### src/rtl/dcnt_pkg.sv
// Shared constants and types for the down_count_timer block.
package dcnt_pkg;

   localparam int unsigned DCNT_WIDTH_DEF = 4;

   // Behaviour applied when an enabled count reaches zero
   typedef enum logic {
      MODE_RELOAD  = 1'b0,
      MODE_ONESHOT = 1'b1
   } mode_e;

   function automatic mode_e sel_mode(input logic oneshot);
      return oneshot ? MODE_ONESHOT : MODE_RELOAD;
   endfunction

endpackage

### src/rtl/down_count_timer_zero_detect.sv
// All-zero detector for the count register; drives the zero level and the cascade carry.
module zero_detect #(
   parameter int unsigned WIDTH = 4
) (
   input  logic [WIDTH-1:0] d,
   output logic             zero
);

   assign zero = ~|d;

endmodule

### src/rtl/down_count_timer.sv
// Loadable down counter/timer with reload limit, carry-out and terminal-count pulse.
// Define DCNT_ONESHOT_EN to add the oneshot port and the sticky done flag.
module down_count_timer
   import dcnt_pkg::*;
#(
   parameter int unsigned WIDTH = DCNT_WIDTH_DEF
) (
   input  logic             clk,
   input  logic             rst_n,
   input  logic             en,
   input  logic             load,
   input  logic [WIDTH-1:0] b,
   input  logic [WIDTH-1:0] l,
`ifdef DCNT_ONESHOT_EN
   input  logic             oneshot,
`endif
   output logic [WIDTH-1:0] d,
   output logic             zero,
   output logic             co,
   output logic             tc,
   output logic             done
);

   logic [WIDTH-1:0] d_q;
   logic [WIDTH-1:0] d_nxt;
   logic             tc_q;
   logic             tc_nxt;
   logic             done_q;
   mode_e            mode;

`ifdef DCNT_ONESHOT_EN
   logic             done_nxt;
   assign mode = sel_mode(oneshot);
`else
   assign done_q = 1'b0;
   assign mode   = MODE_RELOAD;
`endif

   zero_detect #(
      .WIDTH (WIDTH)
   ) u_zero_detect (
      .d    (d_q),
      .zero (zero)
   );

   // Next-state selection: load beats enable; the zero branch replaces underflow
   always_comb begin
      d_nxt  = d_q;
      tc_nxt = 1'b0;
`ifdef DCNT_ONESHOT_EN
      done_nxt = done_q;
`endif
      if (load) begin
         d_nxt = b;
`ifdef DCNT_ONESHOT_EN
         done_nxt = 1'b0;
`endif
      end else if (en && !done_q) begin
         if (!zero) begin
            d_nxt = d_q - WIDTH'(1);
         end else begin
            case (mode)
               MODE_RELOAD: begin
                  d_nxt  = l;
                  tc_nxt = 1'b1;
               end
               MODE_ONESHOT: begin
                  d_nxt  = d_q;
                  tc_nxt = 1'b1;
`ifdef DCNT_ONESHOT_EN
                  done_nxt = 1'b1;
`endif
               end
               default: begin
                  d_nxt  = d_q;
                  tc_nxt = 1'b0;
               end
            endcase
         end
      end
   end

   always_ff @(posedge clk or negedge rst_n) begin
      if (!rst_n) begin
         d_q  <= '0;
         tc_q <= 1'b0;
      end else begin
         d_q  <= d_nxt;
         tc_q <= tc_nxt;
      end
   end

`ifdef DCNT_ONESHOT_EN
   always_ff @(posedge clk or negedge rst_n) begin
      if (!rst_n) begin
         done_q <= 1'b0;
      end else begin
         done_q <= done_nxt;
      end
   end
`endif

   // Carry is combinational so a cascaded stage sees it in the same cycle
   assign co   = en & ~load & zero & ~done_q;
   assign d    = d_q;
   assign tc   = tc_q;
   assign done = done_q;

endmodule

### config.mk
export PLATFORM = sky130hd
export DESIGN_NAME = down_count_timer
export DESIGN_NICKNAME = d
export VERILOG_FILES = /design/src/rtl/dcnt_pkg.sv /design/src/rtl/down_count_timer_zero_detect.sv /design/src/rtl/down_count_timer.sv
export SDC_FILE = /design/constraint.sdc
export NUM_CORES = 1
export LEC_CHECK = 0
export CORE_AREA = 3 3 40 42
export CTS_CLUSTER_DIAMETER = 200
export DETAILED_ROUTE_END_ITERATION = 8
export DIE_AREA = 0 0 43 45
export DONT_BUFFER_PORTS = 1
export GPL_TIMING_DRIVEN = 0
export HOLD_SLACK_MARGIN = 0.06
export PLACE_DENSITY_LB_ADDON = 0.25
export SLEW_MARGIN = 20
export SYNTH_ARGS = -nofsm -noshare
export SYNTH_HDL_FRONTEND = slang
export SYNTH_SLANG_ARGS = --single-unit
### constraint.sdc
create_clock -name clk -period 2 [get_ports clk]
set_input_delay 0.2 -clock clk [delete_from_list [all_inputs] [get_ports clk]]
set_output_delay 0.2 -clock clk [all_outputs]
set_load 0.02 [all_outputs]
==> impl_results.md, run 1 <==
- Peak VDD IR: 0.279 mV
- CP max stage delay: 0.46 ns
- Initial Utilization: 27.0%
- Max-Cap Viols: 0
- H-Tree Depth: 1
- Synth top area cells: dfrtp_1 36%, mux2i_1 5.8%, a2111oi_2 4.3%
- DR vias/cell: 5.14
- Cell Chain, Critical Path: inv_1, ha_4, or3b_1, buf_2, nor2_4
- Setup Skew: 0.00141 ns
- Leakage power: 0.000180 uW
- Net Sw Power: 113 uW
- Initial drt markers: 2
- Site row count: 13
- Peak fanout along the critical path: 5
- CP required: 1.80 ns
- Layout cells sized above 1: 32.6%
- CTS tree: done
- Slew @ Worst Pin: 0.504 ns
- Unrepaired setup endpoints after global routing: false
- CP delay by family, top: simple AND/OR/NAND/NOR gates
- Hold Path Class: in -> reg
- PD cells: 814 nW/um^2
- Post-synth top area share: 36.1%
- R2R depth: 5
- First-pass GRT wire length: 1420 um
- Wire per inst: 13.9 um
- Synthesized area: 347 sq um
- Num Clock Sinks: 5
- Io pins: 20
- IO buf count: 0
- Tot GR Track Use: 10.1%
- #FFs+latches synth: 5
- Pre-CTS setup slack: 0.0831 ns
- TritonRoute pass-1 iters: 2
- Outcome: completed
- Pins Over Slew Limit: 0
- Die W: 43 um
- Core Box Area: 1280 sq um
- Slew HR: 65.9%
- Most frequent cells in the layout: 3 x inv_1, 3 x clkbuf_4, 3 x dfrtp_1
- Cell count after synthesis: 38
- Clock transition at path regs: 0.04 ns
- Comb power frac: 25.8%
- Crit path arrival time: 1.69 ns
- Antenna cell count: 0
- Clk_lat worst skew: 0.23 ns
- Setup_tns: 0 ns
- DIE HEIGHT: 45 um
- Total wire length: 808 um
- Worst setup margin: 0.108 ns
- Slowest CP cell: dfrtp_2
- Netlist cell types: 25
- DIE AREA: 1940 sq um
- Cell count along the critical path: 5
- Tmin final: 1.89 ns
- Sw Ratio: 32.7%
- Clock root cell: clkbuf_4
- Synthesis-to-finish area growth: 22.7%
- Most area-hungry cell type in the Yosys netlist: dfrtp_1
- DRC: 0
- Period utilization: 94.6%
- Clock tree buffer depth: 2
- Worst setup EP type: output port
- Origin of the worst setup path: d[0]$_DFFE_PN0P_
- Final hold vios: 0
- Routed vias: 298
- Internal power: 233 uW
- Worst R2R Setup Slack: 0.28 ns
- Seq/Total Area, Yosys: 36.1%
- Final setup vio count: 0
- Initial antenna violation count: 0
- Ys Warns: 0
- Worst Setup Path Type: reg -> out
- R2R Path Start: d[0]$_DFFE_PN0P_
- Sequential power share: 41.9%
- Critical Path Source Type: register
- Largest net degree at the start of global routing: 9
- Number of global-route vias before repair: 322
- R2R Path End: d[3]$_DFFE_PN0P_
- Postcts setup bufs: 0
- Total grt overflow: 0
- Post-synthesis net count: 51
- Final nets: 57
- Clk pwr share: 32.2%
- CTS Buf Count: 3
- GPL Wtd Cong: 0.686
- Syn avg cell area: 9.12 sq um
- Critical Path Sink: co
- Antenna Nets Post-Route: 0
- Buf/Inv on CP: 2
- Fmax: 0.528 GHz
power by group through the flow:
stage	Clock [uW]	Combinational, uW	Sequential, uW
after floorplan	0	65.1	141
after global placement	0	73.6	146
after detailed placement	0	76.2	146
after CTS	117	83.0	146
after global routing	130	99.7	148
final	112	89.5	145
metal layers:
layer | track usage [%] | up-vias | wire [um]
li1 | - | 141 | -
met1 | 9.51 | 145 | 293
met2 | 18.0 | 10 | 440
met3 | 3.98 | 2 | 58
met4 | 7.23 | 0 | 15
met5 | 0 | - | 0
registers in the layout, summed over array words and instances, names as in the netlist:
name	flops
d	4
tc	1
Yosys cell counts:
library cell  count
a21oi_1           2
o21ai_0           1
dfrtp_1           5
nand2b_1          1
nor2b_1           1
buf_4             1
inv_1             4
conb_1            1
nor2_1            2
a221o_1           1
or3b_1            1
mux2_2            1
nor4b_1           1
or2_2             1
ha_1              1
o211ai_1          1
o21ai_1           2
or3_1             1
a2111oi_2         1
a21bo_2           1
nor3b_1           2
o31ai_1           1
nand2_1           1
clkbuf_1          2
mux2i_1           2
repair_timing:
action,4_1_cts,5_1_grt
gates cloned,0,0
pin swaps,1,1
setup endpoints to repair,2,2
gates resized for setup,6,3
hold buffers,1,0
hold endpoints to repair,5,0
kinds of logic after synthesis:
group           after synthesis  share of synthesized area [%]
compound gates               10                           21.7
fa+ha+maj                     1                           3.61
buf+inv                       7                           8.66
other cells                   1                           1.08
flops                         5                           36.1
simple gates                 11                           19.9
mux                           3                           9.03
how the worst min path moves through the flow:
stage / from / end / slack, ns / cells after the start
after floorplan: rst_n / d[0]$_DFFE_PN0P_ / -0.1 / 0
after global placement: rst_n / tc$_DFF_PN0_ / -0.1 / 0
after detailed placement: rst_n / tc$_DFF_PN0_ / -0.1 / 0
after CTS: b[2] / d[2]$_DFFE_PN0P_ / 0.11 / 1
after global routing: b[2] / d[2]$_DFFE_PN0P_ / 0.10 / 1
final: b[1] / d[1]$_DFFE_PN0P_ / 0.12 / 2
per-stage QoR:
stage	utilization, %	hold slack (ns)	total power, uW	instance area (sq um)	instances
finish	33.1	0.121	346	425	58
global route	33.1	0.104	378	425	58
CTS	32.1	0.113	346	413	58
detailed placement	28.4	-0.0954	223	365	53
global placement	28.4	-0.0954	220	365	53
floorplan	-	-0.0956	206	347	38
final cells by class:
| class | instances | area (sq um) |
|---|---|---|
| Timing Repair Buffer | 1 | 10.0 |
| Fill cell | 136 | 860 |
| Multi-Input combinational cell | 26 | 211 |
| Buffer | 3 | 16.3 |
| Clock buffer | 4 | 26.3 |
| Tap cell | 15 | 18.8 |
| Sequential cell | 5 | 128 |
| Inverter | 4 | 15.0 |
worst register-to-register path, delay by kind of cell (launching register included):
kind            cells  cell delay (ns)
simple gates        1             0.36
fa+ha+maj           1             0.19
compound gates      2             0.56
buf+inv             1             0.11
flops               1             0.44
Power figures use the tool's default switching activity.
==> run 2, diff against run 1 <==
Settings changed: CTS_BUF_LIST set to sky130_fd_sc_hd__clkbuf_4 sky130_fd_sc_hd__clkbuf_8 sky130_fd_sc_hd__clkbuf_16.
Clock period 2 ns to 1.7 ns, I/O delays scaled along.
==> run 2 against run 1 <==
  * The flow now finishes with violations (negative setup slack)
  * Hold slack worse by 0.026 ns
  * Register-to-register slack worse by 0.23 ns
  * Die area stayed put
  * Core utilization is 3.0 points higher
  * Non-clock buffer count is 4 higher
  * Via count is 0.34% lower
  * Cell count is 6.9% higher
  * Sequential cell count stayed put
  * Sequential share of layout area is 2.5 points lower
  * Critical endpoint unchanged
==> impl_results.md, run 2 (same netlist as run 1, synthesis figures left out) <==
- Worst Setup Path Type: reg -> out
- Total grt overflow: 0
- CTS Buf Count: 3
- Worst hold margin: 0.0948 ns
- CTS tree: done
- Initial antenna violation count: 0
- Site row count: 13
- DIE AREA: 1940 sq um
- DP HPWL: 687 um
- Fmax: 0.586 GHz
- Fin area: 464 sq um
- Most common cell after layout, fill and taps aside: buf_4
- Tot GR Track Use: 9.72%
- Hold Path Class: in -> reg
- Most frequent cells in the layout: 6 x buf_4, 4 x clkbuf_4, 3 x inv_2, 3 x dfrtp_1
- Final hold vios: 0
- Failing checks: negative setup slack
- Antenna Nets Post-Route: 0
- TritonRoute pass-1 iters: 4
- Slew HR: 65.0%
- R2R Path Start: d[1]$_DFFE_PN0P_
- Peak VDD IR: 0.325 mV
- PD cells: 964 nW/um^2
- Leakage power: 0.000204 uW
- Unrepaired setup endpoints after global routing: true
- Initial Utilization: 27.0%
- Origin of the worst setup path: d[1]$_DFFE_PN0P_
- Setup Skew: 0.00414 ns
- Initial drt markers: 5
- Crit path arrival time: 1.54 ns
- Wire per inst: 14.4 um
- DRC: 0
- Max-Cap Viols: 0
- Slew @ Worst Pin: 0.518 ns
- Largest net degree at the start of global routing: 9
- Pre-CTS setup slack: -0.133 ns
- Final setup vio count: 1
- Peak fanout along the critical path: 5
- Period utilization: 100%
- Antenna cell count: 0
- Routed vias: 297
- First-pass GRT wire length: 1370 um
- Layout cells sized above 1: 46.8%
- HP Start: b[1]
- CP required: 1.53 ns
- Die W: 43 um
- Synthesis-to-finish area growth: 33.9%
- Area of placed instances: 368 sq um
- DR vias/cell: 4.79
- Pins Over Slew Limit: 0
- Io pins: 20
- Outcome: finished, violations left
- Critical Path Source Type: register
- Clock transition at path regs: 0.04 ns
- Fillers: 135
- Total wire length: 890 um
- Clock tree buffer depth: 2
- Clk_lat worst skew: 0.23 ns
- Clock root cell: clkbuf_4
- Fin util: 36.1%
- Worst setup EP type: output port
- Worst setup margin: -0.00586 ns
- DIE HEIGHT: 45 um
- GPL Wtd Cong: 0.630
- Final nets: 61
- Number of global-route vias before repair: 282
- IO buf count: 0
- Num Clock Sinks: 5
- H-Tree Depth: 1
- Tmin final: 1.71 ns
- Core Box Area: 1280 sq um
- Largest register FFs: 4
run 2: cell types whose count changed in the layout (fill, tap and decap cells not counted), sizes merged:
cell	before	now
buf	2	6
run 2: final timing paths:
path / cells past startpoint / to / slack, ns
min in group asynchronous: 1 / d[1]$_DFFE_PN0P_ / 0.23
max: 4 / co / -0.006
max in group asynchronous: 1 / d[0]$_DFFE_PN0P_ / 1.27
min reg2reg: 1 / d[3]$_DFFE_PN0P_ / 0.77
min: 2 / d[1]$_DFFE_PN0P_ / 0.09
max reg2reg: 6 / d[0]$_DFFE_PN0P_ / 0.05
run 2: per-stage QoR:
step / setup TNS [ns] / instances / total power [uW]
after global routing: -0.101 / 62 / 479
after global placement: -0.424 / 53 / 260
after CTS: -0.0164 / 60 / 446
after floorplan: 0 / 38 / 244
after detailed placement: -0.452 / 53 / 262
final: -0.00586 / 62 / 447
run 2: what timing repair did:
| item | 4_1_cts | 5_1_grt |
|---|---|---|
| pin swaps | 2 | 2 |
| endpoints found under the setup margin | 5 | 5 |
| hold buffers | 1 | 0 |
| buffers inserted | 3 | 2 |
| gates resized for setup | 9 | 0 |
| endpoints found under the hold margin | 5 | 0 |
run 2: per-layer routing:
metal  vias to the layer above  GRT usage (%)  routed length (um)
li1                        152              -                   -
met1                       132           11.0                 327
met2                        13           15.6                 486
met3                         0           3.98                  75
met4                         0           5.42                   0
met5                         -              0                   0
run 2: critical path, cell delays in order, from the launching register on:
cell     delay, ns
dfrtp_2       0.47
inv_2         0.10
ha_4          0.14
or3b_4        0.42
nor2_4        0.16
run 2: report_power, final:
part           internal, uW  switching [uW]  leakage (uW)
Combinational          68.4            58.5      0.000126
Clock                   104            43.2     0.0000184
Sequential              135            38.4     0.0000598
Total                   307             140      0.000204
run 2: cell type report:
class / count / area (sq um) / share of cell area [%]
tap: 15 / 18.8 / 4.04
buffer: 2 / 11.3 / 2.43
inverter: 4 / 15.0 / 3.23
multi-input combinational: 26 / 214 / 46.1
sequential: 5 / 128 / 27.5
clock buffer: 4 / 30.0 / 6.47
timing repair buffer: 6 / 47.5 / 10.2
